`src/rtl/sine_cfg_ctrl_if.sv`:
```
// UART byte-stream bundle between the receiver/transmitter and sine_cfg_ctrl.
// The controller sits on the slave side: it consumes rx bytes and offers tx bytes.
interface sine_cfg_ctrl_if;
    logic [7:0] rx_data;
    logic       rx_valid;
    logic [7:0] tx_data;
    logic       tx_valid;
    logic       tx_ready;

    modport master (
        output rx_data,
        output rx_valid,
        output tx_ready,
        input  tx_data,
        input  tx_valid
    );

    modport slave (
        input  rx_data,
        input  rx_valid,
        input  tx_ready,
        output tx_data,
        output tx_valid
    );
endinterface

```
`src/rtl/sine_cfg_ctrl.sv`:
```
// Parses 3-byte UART command frames into sine generator settings and replies with
// acknowledge/readback bytes; board switches select phase-increment presets.
module sine_cfg_ctrl #(
    parameter logic [15:0] PRESET0 = 16'h0100,
    parameter logic [15:0] PRESET1 = 16'h0200,
    parameter logic [15:0] PRESET2 = 16'h0400,
    parameter logic [15:0] PRESET3 = 16'h0800,
    parameter int          TIMEOUT = 100000
) (
    input  logic                  clk1,
    input  logic                  rst,
    sine_cfg_ctrl_if.slave        uart,
    input  logic                  sw_0,
    input  logic                  sw_1,
    output logic [15:0]           phase_inc,
    output logic [7:0]            amplitude,
    output logic                  wave_en,
    output logic                  cfg_update,
    output logic                  busy
);

    localparam int                CNT_W    = $clog2(TIMEOUT + 1);
    localparam logic [CNT_W-1:0]  CNT_LAST = CNT_W'(TIMEOUT - 1);

    localparam logic [7:0] CMD_F = 8'h46;
    localparam logic [7:0] CMD_A = 8'h41;
    localparam logic [7:0] CMD_E = 8'h45;
    localparam logic [7:0] CMD_Q = 8'h51;
    localparam logic [7:0] ACK_K = 8'h4B;
    localparam logic [7:0] NAK_N = 8'h4E;

    typedef enum logic [2:0] {
        IDLE,
        GET_HI,
        GET_LO,
        EXEC,
        REPLY
    } state_t;

    state_t            state_q, state_d;
    logic [CNT_W-1:0]  cnt_q, cnt_d;
    logic [7:0]        cmd_q, cmd_d;
    logic [7:0]        hi_q, hi_d;
    logic [7:0]        lo_q, lo_d;
    logic [15:0]       phase_q, phase_d;
    logic [7:0]        amp_q, amp_d;
    logic              wen_q, wen_d;
    logic              cfgu_q, cfgu_d;
    logic              txv_q, txv_d;
    logic [7:0]        txd_q, txd_d;
    logic [23:0]       rest_q, rest_d;
    logic [1:0]        rem_q, rem_d;
    logic [1:0]        sw_s1_q, sw_s1_d;
    logic [1:0]        sw_s2_q, sw_s2_d;
    logic [1:0]        sw_prev_q, sw_prev_d;
    logic              sw_load;
    logic              cfg_write;

    function automatic logic is_known_cmd(input logic [7:0] c);
        return (c == CMD_F) || (c == CMD_A) || (c == CMD_E) || (c == CMD_Q);
    endfunction

    function automatic logic [15:0] preset_sel(input logic [1:0] sw);
        case (sw)
            2'b00:   return PRESET0;
            2'b01:   return PRESET1;
            2'b10:   return PRESET2;
            default: return PRESET3;
        endcase
    endfunction

    always_comb begin
        state_d   = state_q;
        cnt_d     = cnt_q;
        cmd_d     = cmd_q;
        hi_d      = hi_q;
        lo_d      = lo_q;
        phase_d   = phase_q;
        amp_d     = amp_q;
        wen_d     = wen_q;
        txv_d     = txv_q;
        txd_d     = txd_q;
        rest_d    = rest_q;
        rem_d     = rem_q;
        cfg_write = 1'b0;
        sw_s1_d   = {sw_1, sw_0};
        sw_s2_d   = sw_s1_q;
        sw_prev_d = sw_s2_q;

        // Reset clears the sync chain to 00, so a non-00 switch setting reloads here too.
        sw_load = (sw_s2_q != sw_prev_q);
        if (sw_load) begin
            phase_d = preset_sel(sw_s2_q);
        end

        case (state_q)
            IDLE: begin
                cnt_d = '0;
                if (uart.rx_valid) begin
                    if (is_known_cmd(uart.rx_data)) begin
                        cmd_d   = uart.rx_data;
                        state_d = GET_HI;
                    end else begin
                        txd_d   = NAK_N;
                        rem_d   = 2'd0;
                        state_d = REPLY;
                    end
                end
            end
            GET_HI: begin
                if (uart.rx_valid) begin
                    hi_d    = uart.rx_data;
                    cnt_d   = '0;
                    state_d = GET_LO;
                end else if (cnt_q == CNT_LAST) begin
                    cnt_d   = '0;
                    state_d = IDLE;
                end else begin
                    cnt_d = cnt_q + 1'b1;
                end
            end
            GET_LO: begin
                if (uart.rx_valid) begin
                    lo_d    = uart.rx_data;
                    cnt_d   = '0;
                    state_d = EXEC;
                end else if (cnt_q == CNT_LAST) begin
                    cnt_d   = '0;
                    state_d = IDLE;
                end else begin
                    cnt_d = cnt_q + 1'b1;
                end
            end
            EXEC: begin
                // UART write comes after the preset load so it wins on a collision.
                case (cmd_q)
                    CMD_F: begin
                        phase_d   = {hi_q, lo_q};
                        cfg_write = 1'b1;
                    end
                    CMD_A: begin
                        amp_d     = lo_q;
                        cfg_write = 1'b1;
                    end
                    CMD_E: begin
                        wen_d     = lo_q[0];
                        cfg_write = 1'b1;
                    end
                    default: ;
                endcase
                txv_d = 1'b1;
                txd_d = ACK_K;
                if (cmd_q == CMD_Q) begin
                    rest_d = {phase_q, amp_q};
                    rem_d  = 2'd3;
                end else begin
                    rem_d  = 2'd0;
                end
                state_d = REPLY;
            end
            REPLY: begin
                // Entered straight from IDLE on an unknown command: raise valid one edge later.
                if (!txv_q) begin
                    txv_d = 1'b1;
                end else if (uart.tx_ready) begin
                    if (rem_q == 2'd0) begin
                        txv_d   = 1'b0;
                        state_d = IDLE;
                    end else begin
                        txd_d  = rest_q[23:16];
                        rest_d = {rest_q[15:0], 8'h00};
                        rem_d  = rem_q - 2'd1;
                    end
                end
            end
            default: state_d = IDLE;
        endcase

        cfgu_d = sw_load | cfg_write;
    end

    always_ff @(posedge clk1) begin
        if (rst) begin
            state_q   <= IDLE;
            cnt_q     <= '0;
            phase_q   <= PRESET0;
            amp_q     <= 8'hFF;
            wen_q     <= 1'b0;
            cfgu_q    <= 1'b0;
            txv_q     <= 1'b0;
            txd_q     <= 8'h00;
            rem_q     <= 2'd0;
            sw_s1_q   <= 2'b00;
            sw_s2_q   <= 2'b00;
            sw_prev_q <= 2'b00;
        end else begin
            state_q   <= state_d;
            cnt_q     <= cnt_d;
            phase_q   <= phase_d;
            amp_q     <= amp_d;
            wen_q     <= wen_d;
            cfgu_q    <= cfgu_d;
            txv_q     <= txv_d;
            txd_q     <= txd_d;
            rem_q     <= rem_d;
            sw_s1_q   <= sw_s1_d;
            sw_s2_q   <= sw_s2_d;
            sw_prev_q <= sw_prev_d;
        end
    end

    always_ff @(posedge clk1) begin
        cmd_q  <= cmd_d;
        hi_q   <= hi_d;
        lo_q   <= lo_d;
        rest_q <= rest_d;
    end

    assign phase_inc     = phase_q;
    assign amplitude     = amp_q;
    assign wave_en       = wen_q;
    assign cfg_update    = cfgu_q;
    assign busy          = (state_q != IDLE);
    assign uart.tx_valid = txv_q;
    assign uart.tx_data  = txd_q;

endmodule

```
`src/flat_wrapper.sv`:
```
// flat-port wrapper written by rule: the top's interface ports become plain ports
module sine_cfg_ctrl_flat 
#(
    parameter logic [15:0] PRESET0 = 16'h0100,
    parameter logic [15:0] PRESET1 = 16'h0200,
    parameter logic [15:0] PRESET2 = 16'h0400,
    parameter logic [15:0] PRESET3 = 16'h0800,
    parameter int          TIMEOUT = 100000
)
  (clk1, rst, sw_0, sw_1, phase_inc, amplitude, wave_en, cfg_update, busy, uart_rx_data, uart_rx_valid, uart_tx_ready, uart_tx_data, uart_tx_valid);
  sine_cfg_ctrl_if uart_i ();
  input  logic clk1;
  input  logic rst;
  input  logic sw_0;
  input  logic sw_1;
  output logic [15:0] phase_inc;
  output logic [7:0] amplitude;
  output logic wave_en;
  output logic cfg_update;
  output logic busy;
  input wire logic [$bits(uart_i.rx_data)-1:0] uart_rx_data;
  input wire logic [$bits(uart_i.rx_valid)-1:0] uart_rx_valid;
  input wire logic [$bits(uart_i.tx_ready)-1:0] uart_tx_ready;
  output wire logic [$bits(uart_i.tx_data)-1:0] uart_tx_data;
  output wire logic [$bits(uart_i.tx_valid)-1:0] uart_tx_valid;
  assign uart_i.rx_data = uart_rx_data;
  assign uart_i.rx_valid = uart_rx_valid;
  assign uart_i.tx_ready = uart_tx_ready;
  assign uart_tx_data = uart_i.tx_data;
  assign uart_tx_valid = uart_i.tx_valid;
  sine_cfg_ctrl #(.PRESET0(PRESET0), .PRESET1(PRESET1), .PRESET2(PRESET2), .PRESET3(PRESET3), .TIMEOUT(TIMEOUT)) u_core (.clk1(clk1), .rst(rst), .uart(uart_i), .sw_0(sw_0), .sw_1(sw_1), .phase_inc(phase_inc), .amplitude(amplitude), .wave_en(wave_en), .cfg_update(cfg_update), .busy(busy));
endmodule
```
`config.mk`:
```
export PLATFORM = sky130hd
export DESIGN_NAME = sine_cfg_ctrl_flat
export DESIGN_NICKNAME = d
export VERILOG_FILES = /design/src/rtl/sine_cfg_ctrl_if.sv /design/src/rtl/sine_cfg_ctrl.sv /design/src/flat_wrapper.sv
export SDC_FILE = /design/constraint.sdc
export NUM_CORES = 1
export LEC_CHECK = 0
export ABC_CLOCK_PERIOD_IN_PS = 3750
export CAP_MARGIN = 20
export CORE_MARGIN = 2
export CORE_UTILIZATION = 40
export CTS_BUF_LIST = sky130_fd_sc_hd__clkbuf_2 sky130_fd_sc_hd__clkbuf_4 sky130_fd_sc_hd__clkbuf_8
export CTS_CLUSTER_DIAMETER = 120
export DETAILED_ROUTE_END_ITERATION = 10
export GPL_ROUTABILITY_DRIVEN = 0
export SKIP_CTS_REPAIR_TIMING = 1
export SLEW_MARGIN = 20
export SYNTH_ARGS = -nofsm -noshare
export SYNTH_HDL_FRONTEND = slang
export SYNTH_SLANG_ARGS = --single-unit
```
`constraint.sdc`:
```
create_clock -name clk1 -period 3.75 [get_ports clk1]
set_input_delay 0.75 -clock clk1 [delete_from_list [all_inputs] [get_ports clk1]]
set_output_delay 0.75 -clock clk1 [all_outputs]
set_load 0.005 [all_outputs]
```
==> results <==
- TritonCTS built the clock tree.
- After clock tree synthesis, the clock-pin slew on the worst setup and hold paths is about 0.10 ns.
- In the synthesized netlist the dominant register cell turns out to be dfxtp_1.
- Once detail routing completed, the nets flagged for antenna violations numbered 0.
- The leading cell type by number of instances after synthesis is dfxtp_1.
- The startpoint kind of the worst setup timing path is a flip-flop.
- The count of buffers added on input and output ports is 49.
- The detail-routed via count per cell is approximately 5.5.
- The via count of the first global-routing pass is between 3000 and 4000.
- The measured slew at the worst slew-check pin is roughly 0.84 ns.
- Dividing the detail-routed wire length by the instance count gives 17.71 um.
- Global routing finished with a remaining overflow of 0.
- Global routing used between 10% and 20% of the available tracks.
- The data required time at the worst endpoint is 3.00 ns.
- Once detailed placement completed, the half-perimeter wirelength came to between 7 and 8 mm.
- The flow ran to the end, and the final reports show no timing, DRC or antenna violations.
- For this design the static power due to leakage is 1.829 nW.
- The layout cell share with drive strength beyond 1 is 10.43%.
- The full die area is 12590 um2.
- The CTS sink count is roughly 110.
- Entering global routing, the biggest net connects 29 pins.
- In the routed design, unresolved DRC markers number 0.
- The initial antenna violation count was 0.
- In this run, CTS created clock tree buffers numbering 9.
- For this block, the routed nets add up to approximately 11 mm of wire.
- Across the run, the number of max-cap violations was 0.
- Counting along the longest clock path gives a buffer depth of 2.
- 50 I/O pins were placed.
- Yosys printed 0 warnings.
- The detailed-router iteration count before antenna repair is 4.
- The count of nets after finishing is roughly 480.
- Ranked by instance count, the synthesized netlist is headed by dfxtp_1, edfxtp_1, nand2_1.
- Summing the sequential cell areas from Yosys gives 57.71% of the chip area.
- The arrival time reported for the critical path endpoint is ~2 ns.
- Setup violations remaining at the end of the flow were counted as 0.
- The number of synthesized register bits is ~110.
- The layout has 1100 filler cells.
- The headroom to the max-slew limit is a little over two fifths.
- The final route contains about 3400 vias.
- Excluding fillers, the count of instances in the completed layout stands at between 600 and 700.
- The height of the chip is 112.2 um.
- The peak supply drop is 0.1754 mV.
- Static timing analysis puts the maximum clock frequency at 362.4 MHz.
- The floorplan has 39 rows.
- The tightest hold path in the finished design has a slack of around 0.45 ns.
- The largest clock skew in the final design is 0.008074 ns.
- The biggest fanout along the worst timing path is 20.
- The type of the tightest min-delay check is reg -> reg.
- The detailed router finished its first iteration with ~160 violations.
- Once the floorplan was initialized, standard cells occupied 41.01% of the core.
- The number of antenna diodes is 0.
- The number of nets handed over by synthesis was approximately 440.
- Setup repair after global routing left no endpoint under its margin.
- Including well taps, the total number of placed cells is about 600.
- Averaged over all synthesized cells, the footprint is roughly 11 um2.
- The number of max-slew violations in the final report is 0.
- The area share of the largest cell type after synthesis is 30.78%.
- Measured along the x axis, the die boundary spans between 100 and 150 um.
- The H-tree generated during clock tree synthesis spans 3 levels.
- From synthesis to final layout, the design area changed by 17.47%.
- The number of different library cells used by synthesis comes to 53.
- The largest total area in the synthesized netlist belongs to edfxtp_1.
- Setup total negative slack on the finished layout was measured at 0 ns.
- The wire length of the first global-routing pass is between 15 and 20 mm.
- The floorplan core area is 11420 um2.
- The period utilization is roughly three quarters.
- For the worst-skew pair, the clock arrives at the later sink with an insertion delay of about 0.38 ns.
- The minimum clock period after layout is 2.759 ns.
- The number of enable flip-flop cells after synthesis is 48.
- STA classifies the critical path endpoint as an output pin.
- Summing every instance area after synthesis gives 4683 um2.
- The critical setup path kind is reg -> out.
- In this run the clock root is driven by a clkbuf_8.
- Counting flops with an async set or reset pin after synthesis yields a share of 0%.
- The final-report hold violation count is 0.
- Counting every instance in the synthesized netlist gives 420.
- For this design the ratio of total power to cell area is roughly 420 nW/um2.
- Sorting the synthesized cells by area gives the leading types as edfxtp_1, dfxtp_1, mux2_2.
-- per-stage QoR --
step                power (mW)  setup WS [ns]  area (um2)  util [%]
CTS                      2.358         0.9974        5502     48.18
detailed placement       1.628         0.9361        5300     46.42
global placement         1.621          1.039        5300     46.42
global route             2.427         0.9035        5502     48.18
finish                   2.332         0.9905        5502     48.18
floorplan                1.530          1.512        4683         -
-- registers in the layout, indices dropped and copies added (netlist names), 8 cells and up --
name	cells
u_core.uart.tx_data	8
u_core.amplitude	8
u_core.cnt_q	17
u_core.lo_q	8
u_core.rest_q	24
u_core.phase_inc	16
u_core.hi_q	8
u_core.cmd_q	8
-- cells in the final DEF, fill, tap and decap left out, types with 11 or more instances in the layout --
cell | synthesis | routed
mux2_2 | 16 | 16
clkdlybuf4s50_1 | 0 | 49
nor2_1 | 11 | 11
mux2i_1 | 16 | 16
nand2_1 | 47 | 47
nor2b_1 | 13 | 13
a21oi_1 | 19 | 19
nand3_1 | 18 | 18
inv_1 | 11 | 11
a31oi_1 | 18 | 18
dfxtp_1 | 63 | 63
nand4_1 | 15 | 15
edfxtp_1 | 48 | 48
-- where the power goes --
group / internal (mW) / switching (mW) / total [mW] / leakage, nW
registers: 1.30 / 0.0346 / 1.33 / 0.945
clock network: 0.335 / 0.398 / 0.733 / 0.103
logic: 0.134 / 0.132 / 0.265 / 0.781
total: 1.77 / 0.564 / 2.33 / 1.83
-- worst paths after layout --
| path | cells past startpoint | slack (ns) | endpoint | from |
|---|---|---|---|---|
| worst max-delay path | 3 | 0.99 | busy | u_core.state_q[2] |
| worst min-delay path | 1 | 0.45 | u_core.sw_prev_d[0] | u_core.sw_s1_q[0] |
| worst max register to register | 5 | 1.08 | u_core.rest_q[17] | u_core.state_q[2] |
| worst min register to register | 1 | 0.45 | u_core.sw_prev_d[0] | u_core.sw_s1_q[0] |
-- metal layers --
layer / up-vias / routed length (um) / GRT usage (%)
met5: - / 0 / 0
met2: 63 / 5267 / 28.31
met1: 1647 / 5140 / 23.48
li1: 1648 / - / -
met3: 9 / 316 / 2.322
met4: 0 / 133 / 7.480
-- cells by family after synthesis --
kind of cell / count (synthesis) / share of synthesized area (%)
AOI/OAI and AO/OA: 72 / 10.07
xor gates and xnor gates: 9 / 1.683
adders and majority gates: 2 / 0.5342
buffers and inverters: 35 / 3.580
DFF: 111 / 57.71
muxes: 32 / 7.267
and+or+nand+nor: 159 / 19.16
-- worst max-delay path, cell delays in order, from the launching register on --
cell and delay, ns:
dfxtp_1 0.86, nor3_2 0.18, inv_1 0.09, clkdlybuf4s50_1 0.50
-- area by class of cell --
class,count,area (um2),share of cell area [%]
Clock buffer,11,145.1,2.638
Clock inverter,5,56.30,1.023
Inverter,11,41.29,0.7505
Multi-Input combinational cell,274,1819,33.07
Sequential cell,111,2703,49.12
Tap cell,143,178.9,3.252
Timing Repair Buffer,58,558.0,10.14
Power figures use the tool's default switching activity.
